<file path="src/rtl/debounce_filter_pkg.sv">
// -----------------------------------------------------------------------------
// debounce_pkg
//   Shared types and helpers for the debounce_filter block.
//   - state_t        : 2-bit debouncer state encoding
//   - cnt_width()    : width of the qualification counter for a given
//                      DEBOUNCE_CYCLES, sized so DEBOUNCE_CYCLES-1 always fits
//   - GLITCH_COUNT_W : width of the optional glitch diagnostic counter
// -----------------------------------------------------------------------------
package debounce_pkg;

  typedef enum logic [1:0] {
    STABLE_LO = 2'd0,
    WAIT_HI   = 2'd1,
    STABLE_HI = 2'd2,
    WAIT_LO   = 2'd3
  } state_t;

  localparam int GLITCH_COUNT_W = 8;

  // clog2(n+1): wide enough to hold values 0..n.
  function automatic int cnt_width(input int n);
    return $clog2(n + 1);
  endfunction

endpackage

</file>
<file path="src/rtl/debounce_filter_sync.sv">
// -----------------------------------------------------------------------------
// sync_ff_chain
//   Plain flip-flop synchroniser for an asynchronous single-bit input.
//   No logic sits between stages so the chain can be constrained as a
//   metastability resolver. Reusable for any other asynchronous input.
//
// Parameters:
//   STAGES      - number of flops in the chain (minimum 2)
//   RESET_LEVEL - value loaded into every flop while reset is asserted
//
// Ports:
//   CLK      in   system clock, rising edge
//   RESET_N  in   asynchronous active-low reset
//   async_in in   raw asynchronous input
//   sync_out out  synchronised level (last stage)
// -----------------------------------------------------------------------------
module sync_ff_chain #(
  parameter int STAGES      = 2,
  parameter bit RESET_LEVEL = 1'b0
) (
  input  logic CLK,
  input  logic RESET_N,
  input  logic async_in,
  output logic sync_out
);

  logic [STAGES-1:0] chain_q;
  logic [STAGES-1:0] chain_d;

  // Shift toward the MSB; bit 0 is the first (metastable-prone) stage.
  always_comb begin
    chain_d = {chain_q[STAGES-2:0], async_in};
  end

  always_ff @(posedge CLK or negedge RESET_N) begin
    if (!RESET_N) begin
      chain_q <= {STAGES{RESET_LEVEL}};
    end else begin
      chain_q <= chain_d;
    end
  end

  assign sync_out = chain_q[STAGES-1];

endmodule

</file>
<file path="src/rtl/debounce_filter.sv">
// -----------------------------------------------------------------------------
// debounce_filter
//   Synchronises a raw, possibly bouncing input and delivers a clean,
//   glitch-free level. A candidate transition must be seen on the
//   synchronised sample for DEBOUNCE_CYCLES+1 consecutive cycles (the entry
//   sample plus DEBOUNCE_CYCLES samples in the wait state) before
//   SIGNAL_OUT follows. Any reversal during the wait aborts the candidate
//   and produces a one-cycle GLITCH pulse.
//
// Parameters:
//   DEBOUNCE_CYCLES - stable samples required in the wait state (1 .. 2^20)
//   SYNC_STAGES     - synchroniser depth (minimum 2)
//   RESET_LEVEL     - SIGNAL_OUT and synchroniser value during reset
//
// Ports:
//   CLK          in   system clock, rising edge
//   RESET_N      in   asynchronous active-low reset
//   SIGNAL_IN    in   raw asynchronous input
//   SIGNAL_OUT   out  debounced level (registered)
//   BUSY         out  high while in WAIT_HI / WAIT_LO (registered)
//   GLITCH       out  one-cycle pulse after an aborted wait (registered)
//   dbg_state    out  current FSM state (debug observation)
//   GLITCH_COUNT out  8-bit saturating glitch count, present only when
//                     DEBOUNCE_GLITCH_COUNT_EN is defined
//
// Valid/ready: none. SIGNAL_IN is a free-running level; all outputs are
// levels/pulses valid every cycle with no backpressure.
//
// Build option:
//   DEBOUNCE_GLITCH_COUNT_EN - adds the GLITCH_COUNT diagnostic counter.
// -----------------------------------------------------------------------------
module debounce_filter
  import debounce_pkg::*;
#(
  parameter int DEBOUNCE_CYCLES = 16,
  parameter int SYNC_STAGES     = 2,
  parameter bit RESET_LEVEL     = 1'b0
) (
  input  logic       CLK,
  input  logic       RESET_N,
  input  logic       SIGNAL_IN,
  output logic       SIGNAL_OUT,
  output logic       BUSY,
  output logic       GLITCH,
  output logic [1:0] dbg_state
`ifdef DEBOUNCE_GLITCH_COUNT_EN
  ,
  output logic [GLITCH_COUNT_W-1:0] GLITCH_COUNT
`else
  // Diagnostic glitch counter not built.
`endif
);

  localparam int               CW        = cnt_width(DEBOUNCE_CYCLES);
  localparam logic [CW-1:0]    CNT_LAST  = CW'(DEBOUNCE_CYCLES - 1);
  localparam state_t           RST_STATE = RESET_LEVEL ? STABLE_HI : STABLE_LO;

  // ---------------------------------------------------------------------------
  // Synchroniser
  // ---------------------------------------------------------------------------
  logic s;

  sync_ff_chain #(
    .STAGES      (SYNC_STAGES),
    .RESET_LEVEL (RESET_LEVEL)
  ) u_sync (
    .CLK      (CLK),
    .RESET_N  (RESET_N),
    .async_in (SIGNAL_IN),
    .sync_out (s)
  );

  // ---------------------------------------------------------------------------
  // Qualification FSM
  // ---------------------------------------------------------------------------
  state_t        state_q,  state_d;
  logic [CW-1:0] cnt_q,    cnt_d;
  logic          out_q,    out_d;
  logic          busy_q,   busy_d;
  logic          glitch_q, glitch_d;

  always_comb begin
    state_d  = state_q;
    cnt_d    = cnt_q;
    out_d    = out_q;
    glitch_d = 1'b0;

    case (state_q)
      STABLE_LO: begin
        if (s) begin
          state_d = WAIT_HI;
          cnt_d   = '0;
        end
      end

      WAIT_HI: begin
        // Reversal is checked first; a match needs s at the new polarity,
        // so the two can never both apply.
        if (!s) begin
          state_d  = STABLE_LO;
          cnt_d    = '0;
          glitch_d = 1'b1;
        end else if (cnt_q == CNT_LAST) begin
          state_d = STABLE_HI;
          cnt_d   = '0;
          out_d   = 1'b1;
        end else begin
          // Stops at CNT_LAST, so the counter never wraps.
          cnt_d = cnt_q + 1'b1;
        end
      end

      STABLE_HI: begin
        if (!s) begin
          state_d = WAIT_LO;
          cnt_d   = '0;
        end
      end

      WAIT_LO: begin
        if (s) begin
          state_d  = STABLE_HI;
          cnt_d    = '0;
          glitch_d = 1'b1;
        end else if (cnt_q == CNT_LAST) begin
          state_d = STABLE_LO;
          cnt_d   = '0;
          out_d   = 1'b0;
        end else begin
          cnt_d = cnt_q + 1'b1;
        end
      end

      default: begin
        state_d = RST_STATE;
        cnt_d   = '0;
      end
    endcase

    // BUSY is registered from the next state so it tracks state_q exactly.
    busy_d = (state_d == WAIT_HI) || (state_d == WAIT_LO);
  end

  always_ff @(posedge CLK or negedge RESET_N) begin
    if (!RESET_N) begin
      state_q  <= RST_STATE;
      cnt_q    <= '0;
      out_q    <= RESET_LEVEL;
      busy_q   <= 1'b0;
      glitch_q <= 1'b0;
    end else begin
      state_q  <= state_d;
      cnt_q    <= cnt_d;
      out_q    <= out_d;
      busy_q   <= busy_d;
      glitch_q <= glitch_d;
    end
  end

  assign SIGNAL_OUT = out_q;
  assign BUSY       = busy_q;
  assign GLITCH     = glitch_q;
  assign dbg_state  = state_q;

  // ---------------------------------------------------------------------------
  // Optional glitch diagnostic counter
  // ---------------------------------------------------------------------------
`ifdef DEBOUNCE_GLITCH_COUNT_EN
  logic [GLITCH_COUNT_W-1:0] gcnt_q, gcnt_d;

  // Counts on glitch_d so the count updates on the same edge GLITCH rises.
  always_comb begin
    gcnt_d = gcnt_q;
    if (glitch_d && (gcnt_q != {GLITCH_COUNT_W{1'b1}})) begin
      gcnt_d = gcnt_q + 1'b1;
    end
  end

  always_ff @(posedge CLK or negedge RESET_N) begin
    if (!RESET_N) begin
      gcnt_q <= '0;
    end else begin
      gcnt_q <= gcnt_d;
    end
  end

  assign GLITCH_COUNT = gcnt_q;
`else
  // No glitch counter register in this build.
`endif

endmodule

</file>
<file path="config.mk">
export PLATFORM = sky130hd
export DESIGN_NAME = debounce_filter
export DESIGN_NICKNAME = d
export VERILOG_FILES = /design/src/rtl/debounce_filter_pkg.sv /design/src/rtl/debounce_filter_sync.sv /design/src/rtl/debounce_filter.sv
export SDC_FILE = /design/constraint.sdc
export NUM_CORES = 1
export LEC_CHECK = 0
export CELL_PAD_IN_SITES_DETAIL_PLACEMENT = 1
export CELL_PAD_IN_SITES_GLOBAL_PLACEMENT = 1
export CORE_UTILIZATION = 34
export DETAILED_ROUTE_END_ITERATION = 8
export PLACE_DENSITY = 0.69
export SLEW_MARGIN = 20
export SYNTH_ARGS = -nofsm -noshare
export SYNTH_HDL_FRONTEND = slang
export SYNTH_SLANG_ARGS = --single-unit
</file>
<file path="constraint.sdc">
create_clock -name CLK -period 1.3 [get_ports CLK]
set_input_delay 0.39 -clock CLK [delete_from_list [all_inputs] [get_ports CLK]]
set_output_delay 0.39 -clock CLK [all_outputs]
set_load 0.02 [all_outputs]
</file>
==> flow_summary_export.csv <==
group,metric,value,unit
pwr,power-per-cell-area,1030,nW/um^2
cells_and_area,layout.nets,64,
synth,syn_nets,46,
critical_path,crit_arrival,1.42,ns
timing,hold_violations,0,
clock_network,clock-sinks,11,
global_routing,grt_max_degree,14,
timing,fin_crit,1.27,ns
synth,synth_area_leaders,"dfrtp_1 56%, xor2_1 5.4%, nand3_1 5.1%, mux2_4 3.1%, nand3b_1 3.1%",
clock_network,ctsHoldBuffers,0,
global_routing,grt_antenna_before_repair,0,
route,detail_route.iter0.violations,2,
clock_network,h-tree-depth,1,
synth,avgSynthCellArea,11.7,um^2
clock_network,clk_latency,0.26,ns
route,viasPerCell,5.01,
place,dp_hpwl,840,um
cells_and_area,design_area,639,um^2
synth,synth_top_area_share,56.1,%
floorplanning,core,1320,um^2
timing,worstMarginPinSlew,0.228,ns
global_routing,grt-ovfl-total,0,
global_routing,grt_pass1_vias,369,
timing,max-slew-margin-rel,84.8,%
clock_network,root_buffer,"clkbuf_4",
global_routing,grt_pass1_wl,1700,um
synth,synth_common_cells,"11 x dfrtp_1, 5 x nand3_1, 3 x nand2_1, 3 x xor2_1",
synth,ys_seq_area_share,56.1,%
synth,synthArstFlopShare,100,%
synth,yosysWarnings,0,
synth,ys.flop_type,"dfrtp_1",
clock_network,clkTransAtPathRegs,0.07,ns
critical_path,end_kind,"register",
synth,yosysMostFrequentCell,"dfrtp_1",
synth,synth_area,490,um^2
flow_run,cap_violations,0,
cells_and_area,diodes,0,
critical_path,setup.worst_path.class,"reg -> reg",
critical_path,path_max_fanout,5,
floorplanning,rows,13,
floorplanning,ios,8,
clock_network,clockBufferDepth,2,
timing,setup_viol,0,
synth,synth_cell_types,22,
place,dpl-instance-area,631,um^2
place,post-place-ws,-0.0710,ns
synth,ys_ff_latch,11,
route,wl,1080,um
pwr,vdd_drop_max,0.585,mV
timing,setup_slack,0.0310,ns
route,drc,0,
place,port_buffers,7,
timing,period_share,97.6,%
place,routabilityCongestion,0.848,
critical_path,setup.worst_path.start,"cnt_q[1]",
timing,fmax,788,MHz
route,wire_per_inst,14.6,um
synth,yosys.area.top_type,"dfrtp_1",
min_path,hp-start,"u_sync.chain_q[0]",
run_status,status,"finished clean",
floorplanning,fp.dieW,40.0,um
floorplanning,die-height,40.0,um
route,dr.pass1.iters,4,
timing,rsz0062_at_grt,"true",
critical_path,cp-start-kind,"register",
route,vias,371,
timing,skew,0.000478,ns
cells_and_area,syn2layout_area_growth,30.4,%
critical_path,rr_startpoint,"cnt_q[1]",
timing,maxSlewViolCount,0,
global_routing,grt.total_usage,17.5,%
critical_path,crit_required,1.45,ns
floorplanning,initial_core_util,37.2,%
cells_and_area,drive_gt1_share,35.6,%
floorplanning,dieArea,1600,um^2
clock_network,cts_tree,"done",
clock_network,numCtsBuffers,3,
pwr,p_leak,0.303,nW
synth,syn_inst,42,
route,final_antenna_net_count,0,
min_path,hold_path_class,"reg -> reg",
synth,synth_edf_count,0,
## sequential cells by signal, indices dropped and copies added (netlist names)
signal and cells:
cnt_q 5, u_sync.chain_q 2, BUSY 1, GLITCH 1
SIGNAL_OUT 1, dbg_state 1
## power breakdown
part / internal, mW / switching, mW / total (mW)
registers: 0.354 / 0.00823 / 0.362
logic: 0.0334 / 0.0388 / 0.0723
clock network: 0.119 / 0.106 / 0.225
## cell usage in the layout, fill, tap and decap left out
| master | count |
|---|---|
| clkbuf_1 | 1 |
| mux2_4 | 1 |
| nand2_1 | 3 |
| and4b_4 | 1 |
| xor2_2 | 1 |
| nand2b_1 | 1 |
| mux2i_1 | 1 |
| clkbuf_4 | 3 |
| a31oi_1 | 1 |
| xor2_1 | 2 |
| o22ai_1 | 1 |
| buf_4 | 8 |
| a21oi_1 | 1 |
| a2bb2oi_1 | 1 |
| nand2_2 | 1 |
| buf_2 | 5 |
| ha_2 | 1 |
| xnor2_1 | 1 |
| and2_1 | 1 |
| dfrtp_1 | 11 |
| inv_1 | 1 |
| nand3_1 | 5 |
| nand3b_1 | 2 |
| clkdlybuf4s50_1 | 2 |
| o21ai_0 | 2 |
| a21boi_1 | 1 |
## critical path: stages, from the launching register on
cell	delay (ns)
dfrtp_1	0.36
ha_2	0.19
and4b_4	0.27
nand2_2	0.06
mux2_4	0.29
## per-layer routing
layer / GRT usage (%) / vias up / wire length (um) / part of all wire, %
met5: 0 / - / 0 / 0
met4: 7.76 / 0 / 0 / 0
met3: 6.67 / 0 / 36 / 3.3
met2: 29.0 / 7 / 566 / 52
met1: 19.6 / 182 / 477 / 44
li1: - / 182 / - / -
## area by class of cell
type,count,area (um^2)
Fill cell,150,678
Sequential cell,11,275
Multi-Input combinational cell,28,210
Inverter,1,3.75
Clock buffer,4,26.3
Tap cell,15,18.8
Timing Repair Buffer,15,105
## cell families (layout without fill, tap and decap cells)
| kind of cell | Yosys count | after routing | synth area share, % |
|---|---|---|---|
| adder cells (fa/ha/maj) | 1 | 1 | 2.55 |
| multiplexers | 2 | 2 | 5.10 |
| buffers and inverters | 3 | 20 | 3.06 |
| AND/OR/NAND/NOR | 14 | 14 | 17.1 |
| flip-flops | 11 | 11 | 56.1 |
| XOR/XNOR | 4 | 4 | 7.14 |
| AO/OA/AOI/OAI | 7 | 7 | 8.93 |
## worst paths after layout
| check | to | slack (ns) | cells after the start |
|---|---|---|---|
| hold reg to reg | u_sync.chain_q[1] | 0.36 | 0 |
| setup reg to reg | dbg_state[1] | 0.03 | 4 |
| setup / recovery | dbg_state[1] | 0.03 | 4 |
| hold / removal | u_sync.chain_q[1] | 0.36 | 0 |
| max in group asynchronous | cnt_q[4] | 0.74 | 2 |
| min in group asynchronous | SIGNAL_OUT | 0.42 | 2 |
## repair_timing
item,4_1_cts,5_1_grt
setup buffers,0,0
resized for setup,18,4
pin swaps,0,3
setup endpoints to repair,5,5
## through the flow
stage	TNS [ns]	instances	power [mW]	hold slack, ns	util [%]
after floorplan	0	42	0.400	0.0944	-
after global placement	-0.0867	70	0.440	0.338	47.9
after detailed placement	-0.172	70	0.445	0.347	47.9
after CTS	0	74	0.676	0.363	48.9
after global routing	-0.0185	74	0.703	0.375	48.5
final	0	74	0.659	0.361	48.5
Note: power is estimated with default switching activity, not from simulation.
